**config.mk**
```make
export PLATFORM = sky130hd
export DESIGN_NAME = scroll_scan_feeder
export DESIGN_NICKNAME = d
export VERILOG_FILES = /design/src/rtl/scroll_scan_feeder.sv
export SDC_FILE = /design/constraint.sdc
export NUM_CORES = 1
export LEC_CHECK = 0
export ABC_CLOCK_PERIOD_IN_PS = 4800
export CAP_MARGIN = 20
export CORE_AREA = 2 2 87 89
export CTS_CLUSTER_SIZE = 25
export DETAILED_ROUTE_END_ITERATION = 12
export DIE_AREA = 0 0 89 91
export PLACE_DENSITY = 0.69
export SLEW_MARGIN = 20
export SYNTH_ARGS = -nofsm -noshare
export SYNTH_HDL_FRONTEND = slang
export SYNTH_SLANG_ARGS = --single-unit
```
**constraint.sdc**
```tcl
create_clock -name clk -period 4.8 [get_ports clk]
set_input_delay 0.72 -clock clk [delete_from_list [all_inputs] [get_ports clk]]
set_output_delay 0.72 -clock clk [all_outputs]
set_load 0.02 [all_outputs]
```
**src/rtl/scroll_scan_feeder.sv**
```systemverilog
// Scrolling message feeder for a time-multiplexed character display.
// A circular message buffer is shown through a DIGITS-wide window whose start
// index moves by button step or auto-scroll tick. The window start is latched
// once per scan frame so a scroll never tears a frame half-way through.
module scroll_scan_feeder #(
  parameter int DIGITS    = 4,
  parameter int DEPTH     = 8,
  parameter int CHAR_W    = 4,
  parameter int SLOT_LOG2 = 2,
  parameter int TICK_W    = 22
) (
  input  logic                     clk,
  input  logic                     reset,
  input  logic                     step_in,
  input  logic                     auto_en,
  input  logic                     dir,
  input  logic                     wr_en,
  input  logic [$clog2(DEPTH)-1:0] wr_addr,
  input  logic [CHAR_W-1:0]        wr_data,
  output logic [CHAR_W-1:0]        char_out,
  output logic [DIGITS-1:0]        an_n,
  output logic [$clog2(DEPTH)-1:0] scroll_pos
);

  localparam int AW = $clog2(DEPTH);
  localparam int KW = $clog2(DIGITS);
  localparam int CW = KW + SLOT_LOG2;
  // Load happens at the first phase of a slot; the anode is lit only in the
  // second-to-last phase so the char has settled and the slot edges stay dark.
  localparam logic [SLOT_LOG2-1:0] PH_LOAD = '0;
  localparam logic [SLOT_LOG2-1:0] PH_ON   = SLOT_LOG2'((1 << SLOT_LOG2) - 2);

  logic [CW-1:0]     r_scan;
  logic [AW-1:0]     r_frame;
  logic [AW-1:0]     r_pos;
  logic [CHAR_W-1:0] r_char;
  logic [DIGITS-1:0] r_an;
  logic [CHAR_W-1:0] r_mem [DEPTH];
  logic [TICK_W-1:0] r_div;
  // [0],[1]: two-flop synchroniser; [2]: previous synchronised level
  logic [2:0]        r_sync;

  logic [KW-1:0]        w_slot;
  logic [SLOT_LOG2-1:0] w_phase;
  logic [AW-1:0]        w_frame_eff;
  logic [AW-1:0]        w_rd_addr;
  logic [KW-1:0]        w_an_idx;
  logic                 w_step;
  logic                 w_tick;
  logic                 w_event;

  assign w_slot      = r_scan[CW-1:SLOT_LOG2];
  assign w_phase     = r_scan[SLOT_LOG2-1:0];
  // At scan 0 the frame register is being loaded this cycle, so bypass it
  assign w_frame_eff = (r_scan == '0) ? r_pos : r_frame;
  assign w_rd_addr   = w_frame_eff + AW'(w_slot);
  // Slot 0 drives the leftmost digit, i.e. the top anode bit
  assign w_an_idx    = KW'(DIGITS - 1) - w_slot;
  assign w_step      = r_sync[1] & ~r_sync[2];
  assign w_tick      = (&r_div) & auto_en;
  assign w_event     = w_step | w_tick;

  // Scan counter and once-per-frame latch of the window start
  always_ff @(posedge clk or posedge reset) begin
    if (reset) begin
      r_scan  <= '0;
      r_frame <= '0;
    end else begin
      r_scan <= r_scan + CW'(1);
      if (r_scan == '0) r_frame <= r_pos;
    end
  end

  // Registered char load and anode strobe for the slot being scanned
  always_ff @(posedge clk or posedge reset) begin
    if (reset) begin
      r_char <= '0;
      r_an   <= '1;
    end else begin
      if (w_phase == PH_LOAD) r_char <= r_mem[w_rd_addr];
      if (w_phase == PH_ON) r_an <= ~(DIGITS'(1) << w_an_idx);
      else                  r_an <= '1;
    end
  end

  // Message buffer; reset restores the index pattern 0,1,2,...
  always_ff @(posedge clk or posedge reset) begin
    if (reset) begin
      for (int i = 0; i < DEPTH; i++) r_mem[i] <= CHAR_W'(i);
    end else if (wr_en) begin
      r_mem[wr_addr] <= wr_data;
    end
  end

  // Button synchroniser and rising-edge history
  always_ff @(posedge clk or posedge reset) begin
    if (reset) r_sync <= '0;
    else       r_sync <= {r_sync[1:0], step_in};
  end

  // Auto-scroll divider, parked at zero whenever auto-scroll is off
  always_ff @(posedge clk or posedge reset) begin
    if (reset)        r_div <= '0;
    else if (!auto_en) r_div <= '0;
    else              r_div <= r_div + TICK_W'(1);
  end

  // Window start; step and tick in the same cycle merge into one move
  always_ff @(posedge clk or posedge reset) begin
    if (reset) begin
      r_pos <= '0;
    end else if (w_event) begin
      if (dir) r_pos <= r_pos - AW'(1);
      else     r_pos <= r_pos + AW'(1);
    end
  end

  assign char_out   = r_char;
  assign an_n       = r_an;
  assign scroll_pos = r_pos;

endmodule

```
; After elaboration in Yosys (flattened, before gate mapping)
; Cells that the tools add are included.
[classes]
eq_ne = 1
n_shift = 1
mux = 10
n_reduce_logical = 4
bitwise = 7
add_sub_neg = 6
magnitude_cmp = 3
[ops]
columns = op, n
row1 = $bwmux W32, 1
row2 = $add A22 B1 Y22 const B, 1
row3 = $mux W22, 1
row4 = $reduce_and A22 Y1, 1
row5 = $mux W4, 4
row6 = $bmux W4 S3, 1
row7 = $demux W4 S3, 1
row8 = $ge A4 B4 Y1 const B, 2
row9 = $not A3 Y4, 2
row10 = $mux W3, 2
row11 = $add A4 B1 Y4 const B, 1
row12 = $logic_not A4 Y1, 1
row13 = $lt A4 B1 Y1 const B, 1
row14 = $not A4 Y4, 1
row15 = $shl A1 B2 Y4 const A, 1
row16 = $add A3 B1 Y3 const B, 1
row17 = $add A3 B2 Y3, 1
row18 = $sub A3 B1 Y3 const B, 1
row19 = $and A1 B1 Y1, 2
row20 = $eq A2 B2 Y1 const B, 1
row21 = $logic_not A2 Y1, 1
row22 = $sub A2 B2 Y2 const A, 1
row23 = $logic_and A1 B1 Y1, 1
row24 = $not A1 Y1, 1
row25 = $or A1 B1 Y1, 1
[totals]
out_inout_bits = 11
register_bits = 75
input_bits = 13

; Longest topological paths before layout
[depth]
ltp_word = 7
depth_mapped = 11
ltp_nobuf = 10

; Worst setup path after synthesis
; No wires, ideal clock.
[synth_path]
path_kind = reg2reg
start = register r_scan[0]
end = register r_char[3], in the netlist char_out[3]
n_path_buf = 2
path_stages_with_launch = 12
setup_slack_ns = 1.782
arrival_time_ns = 2.889
required_ns = 4.671
setup_time_ns = 0.129
period_less_slack_ns = 3.018
cell_sequence = dfrtp_1 > inv_1 > ha_1 > buf_2 > nor3b_2 > mux2_2 > ha_1 > fa_1 > buf_1 > mux4_2 > o21ai_0 > a31oi_1
[synth_between]
elab_chain_len = 7
word_cells_on_any_way = 8
cone_classes = 1 x add/sub / 4 x mux / 1 x bitwise / 2 x reduce/logical
[synth_rtl]
columns = element, line_no
row1 = from (decl), 33  ; logic [CW-1:0] r_scan;
row2 = from (signal assigned), 69  ; r_scan <= r_scan + CW'(1);
row3 = $logic_not A4 Y1, 55  ; assign w_frame_eff = (r_scan == '0) ? r_pos : r_frame;
row4 = $mux W3, n/a
row5 = via w_frame_eff[0], 45  ; logic [AW-1:0] w_frame_eff;
row6 = $add A3 B2 Y3, 56  ; assign w_rd_addr = w_frame_eff + AW'(w_slot);
row7 = $not A3 Y4 (not written as such), 80  ; if (w_phase == PH_LOAD) r_char <= r_mem[w_rd_addr];
row8 = $bmux W4 S3, 80
row9 = $mux W4 (not written as such) (2 in a row), 80
row10 = to (signal assigned), 80
row11 = to (decl), 36  ; logic [CHAR_W-1:0] r_char;
; The timed path passes the listed nets, and every way through them passes these cells. The select of a mux whose other input is x is not followed.
; A chain may end at the register's enable or synchronous reset.

; Final worst setup path
; Same ends and word-level chain as after synthesis.

==> key figures <==
Clocking
  • Clock Tree Buf Depth: 2
  • Post-cts resize count: 0
  • Clock-pin slew on the worst setup and hold paths: 0.07 ns
  • CTS Buf Count: 9
  • CTS root buf: clkbuf_8
  • H-tree levels: 3
  • Post-CTS Setup Inserts: 0
  • Clock sink count: 75
  • Clk_lat worst skew: 0.34 ns
  • Cts hold-fix bufs: 0
  • CTS tree: done

Yosys
  • Synthesized Nets: 294
  • Top cells by area, synth: dfrtp_1 (42%), dfstp_2 (12%), mux2_2 (11%), mux4_2 (5.2%), xor2_1 (2.3%)
  • Yosys reg bits: 75
  • Cell count after synthesis: 274
  • Syn_area_per_cell: 12.8 um2
  • Yosys warning count: 0
  • Post-synthesis sequential area ratio: 54.2%
  • Cell variety after synth: 46
  • Main flop type after synthesis: dfrtp_1
  • Post-synth EDFFs: 0
  • Yosys top cell area share: 42.2%
  • Yosys top cell by area: dfrtp_1
  • Cell area after synthesis: 0.00350 mm2
  • Asr flop ratio synth: 100%

Cells and area
  • Sequential standard cell area: 0.00190 mm2
  • Most frequent cells in the layout: dfrtp_1 (59), mux2_2 (35), clkdlybuf4s50_1 (23)
  • Area occupied by multi-input gates: 0.00153 mm2
  • Area Overhead vs Synth: 13.9%
  • Finished Cell Area: 0.00398 mm2
  • Commonest non-fill, non-tap cell in the layout: dfrtp_1
  • Share of cells above drive strength 1: 26.9%
  • Layout Cells excl Fill: 407
  • ANT cells: 0
  • Fillcell total: 643
  • # nets final: 323

Setup path
  • Worst r2r src: r_scan[0]
  • CP arrival: 3.59 ns
  • WS Path Type: reg -> reg
  • Worst R2R Setup Slack: 1.47 ns
  • CP startpoint kind: flop
  • CP max FO: 9
  • Worst Reg2Reg Path Length in Cells: 10
  • Worst Setup End Kind: flop
  • Required @ worst endpoint: 5.06 ns
  • CP Launch Point: r_scan[0]

Pwr
  • Leak: 1.63 nW
  • Max VDD drop: 234 uV
  • Cell area power density: 419 mW/mm2

Timing
  • Worst setup margin: 1.47 ns
  • Max Fclk: 0.300 GHz
  • Final worst-path cycle share: 69.4%
  • Post-layout minimum cycle time: 3.33 ns
  • Final Hold Violating Endpoints: 0
  • Setup TNS: 0 ns
  • Endpoints failing setup: 0
  • RSZ-0062 raised after global routing: false
  • Final slew viol count: 0
  • WHS: 0.363 ns
  • Slew margin rel.: 40.0%
  • Actual slew at the worst max-slew pin: 0.899 ns
  • Clock skew: 0.0112 ns

Placed design
  • Post-DP HPWL: 4300 um
  • Dpl cell area: 0.00382 mm2
  • Gpl congestion: 0.783
  • Cells after DPL: 391
  • Post-place setup slack: 1.52 ns
  • IO Port Bufs: 23

Route
  • Post-Route WL: 6280 um
  • # DRC: 0
  • Starting DRC count in detailed routing: 166
  • Met1 wire length: 2970 um
  • Metal3 WL: 282 um
  • Top Metal Used: met4
  • Via count: 2280
  • Router iterations before antenna repair: 4
  • Via/cell ratio: 5.60
  • Wire length per cell: 15.4 um
  • Detail Route met2 WL: 2890 um
  • Antenna-violating nets left: 0

Die
  • Area of the core: 0.00714 mm2
  • Die extent in y: 91 um
  • IO Count: 24
  • Die Wd: 89 um
  • Row cnt: 31
  • Die area: 0.00810 mm2
  • Initial Util: 49.0%

Min path
  • WHS Path Cells: 0
  • Worst hold start: r_sync[0]
  • Worst Hold Class: reg -> reg

Global routing
  • Global route overflow: 0
  • Vias in the first global route: 2249
  • Antenna violations before repair: 0
  • GRT Resource Usage Total: 17.8%
  • Largest net degree at the start of global routing: 53
  • Global-route wire length before repair: 11100 um

Run
  • Max-Cap Viols: 0

Run status
  • Status: finished, final reports clean
## state kept, by name, summed over array words and instances (netlist names)
signal,flops
an_n,4
char_out,4
r_mem,32
r_frame,3
scroll_pos,3
r_div,22
r_sync,3
r_scan,4
## final timing paths
path / to
worst max-delay path: char_out[3]
worst min register to register: r_sync[1]
min in group asynchronous: r_div[3]
worst min-delay path: r_sync[1]
max in group asynchronous: an_n[3]
worst max register to register: char_out[3]
## layout make-up
type	count	area share, %
tap	99	3.11
clock inverter	3	0.377
timing repair buffer	24	5.97
sequential	75	47.6
clock buffer	13	3.74
multi-input combinational	185	38.4
inverter	8	0.785
## worst max-delay path, stage by stage (launching register included)
cell and delay [ns]:
dfrtp_1 0.40, inv_1 0.10, ha_1 0.35, nor3b_2 0.44, mux2_2 0.40, ha_1 0.19
fa_1 0.42, nand2b_1 0.18, a21boi_0 0.44, o21ai_0 0.15, a31oi_1 0.18
## logic make-up (layout without fill, tap and decap cells)
| family | count (synthesis) | after routing | share of synthesized area, % |
|---|---|---|---|
| buffers and inverters | 14 | 48 | 2.00 |
| DFF | 75 | 75 | 54.2 |
| adders and majority gates | 7 | 7 | 2.93 |
| xor gates and xnor gates | 13 | 13 | 3.26 |
| and+or+nand+nor | 86 | 86 | 14.5 |
| AOI/OAI and AO/OA | 32 | 32 | 5.47 |
| muxes | 47 | 47 | 17.6 |
## layer usage
layer	vias to the layer above	track usage, %
met4	0	7.71
met2	58	24.9
li1	1058	-
met1	1152	25.9
met3	12	4.73
met5	-	0
## cells in the mapped netlist (7+ instances only)
| cell | instances |
|---|---|
| dfrtp_1 | 59 |
| nand2b_1 | 8 |
| inv_1 | 7 |
| mux2_2 | 35 |
| dfstp_2 | 16 |
| nand3_1 | 14 |
| nand2_1 | 10 |
| a21oi_1 | 10 |
| xor2_1 | 9 |
| mux4_2 | 8 |
| nor2_1 | 15 |
| o21ai_0 | 10 |
## per-stage QoR
step / power [mW] / util, %
after floorplan: 1.12 / -
after global placement: 1.26 / 53.5
after detailed placement: 1.27 / 53.5
after CTS: 1.69 / 55.8
after global routing: 1.77 / 55.8
final: 1.67 / 55.8
## power by group
| part | internal (mW) | switching (mW) | total [mW] |
|---|---|---|---|
| registers | 0.752 | 0.0664 | 0.818 |
| logic | 0.244 | 0.189 | 0.433 |
| clock network | 0.200 | 0.216 | 0.416 |
| total | 1.20 | 0.472 | 1.67 |
(Power assumes the default switching activity.)
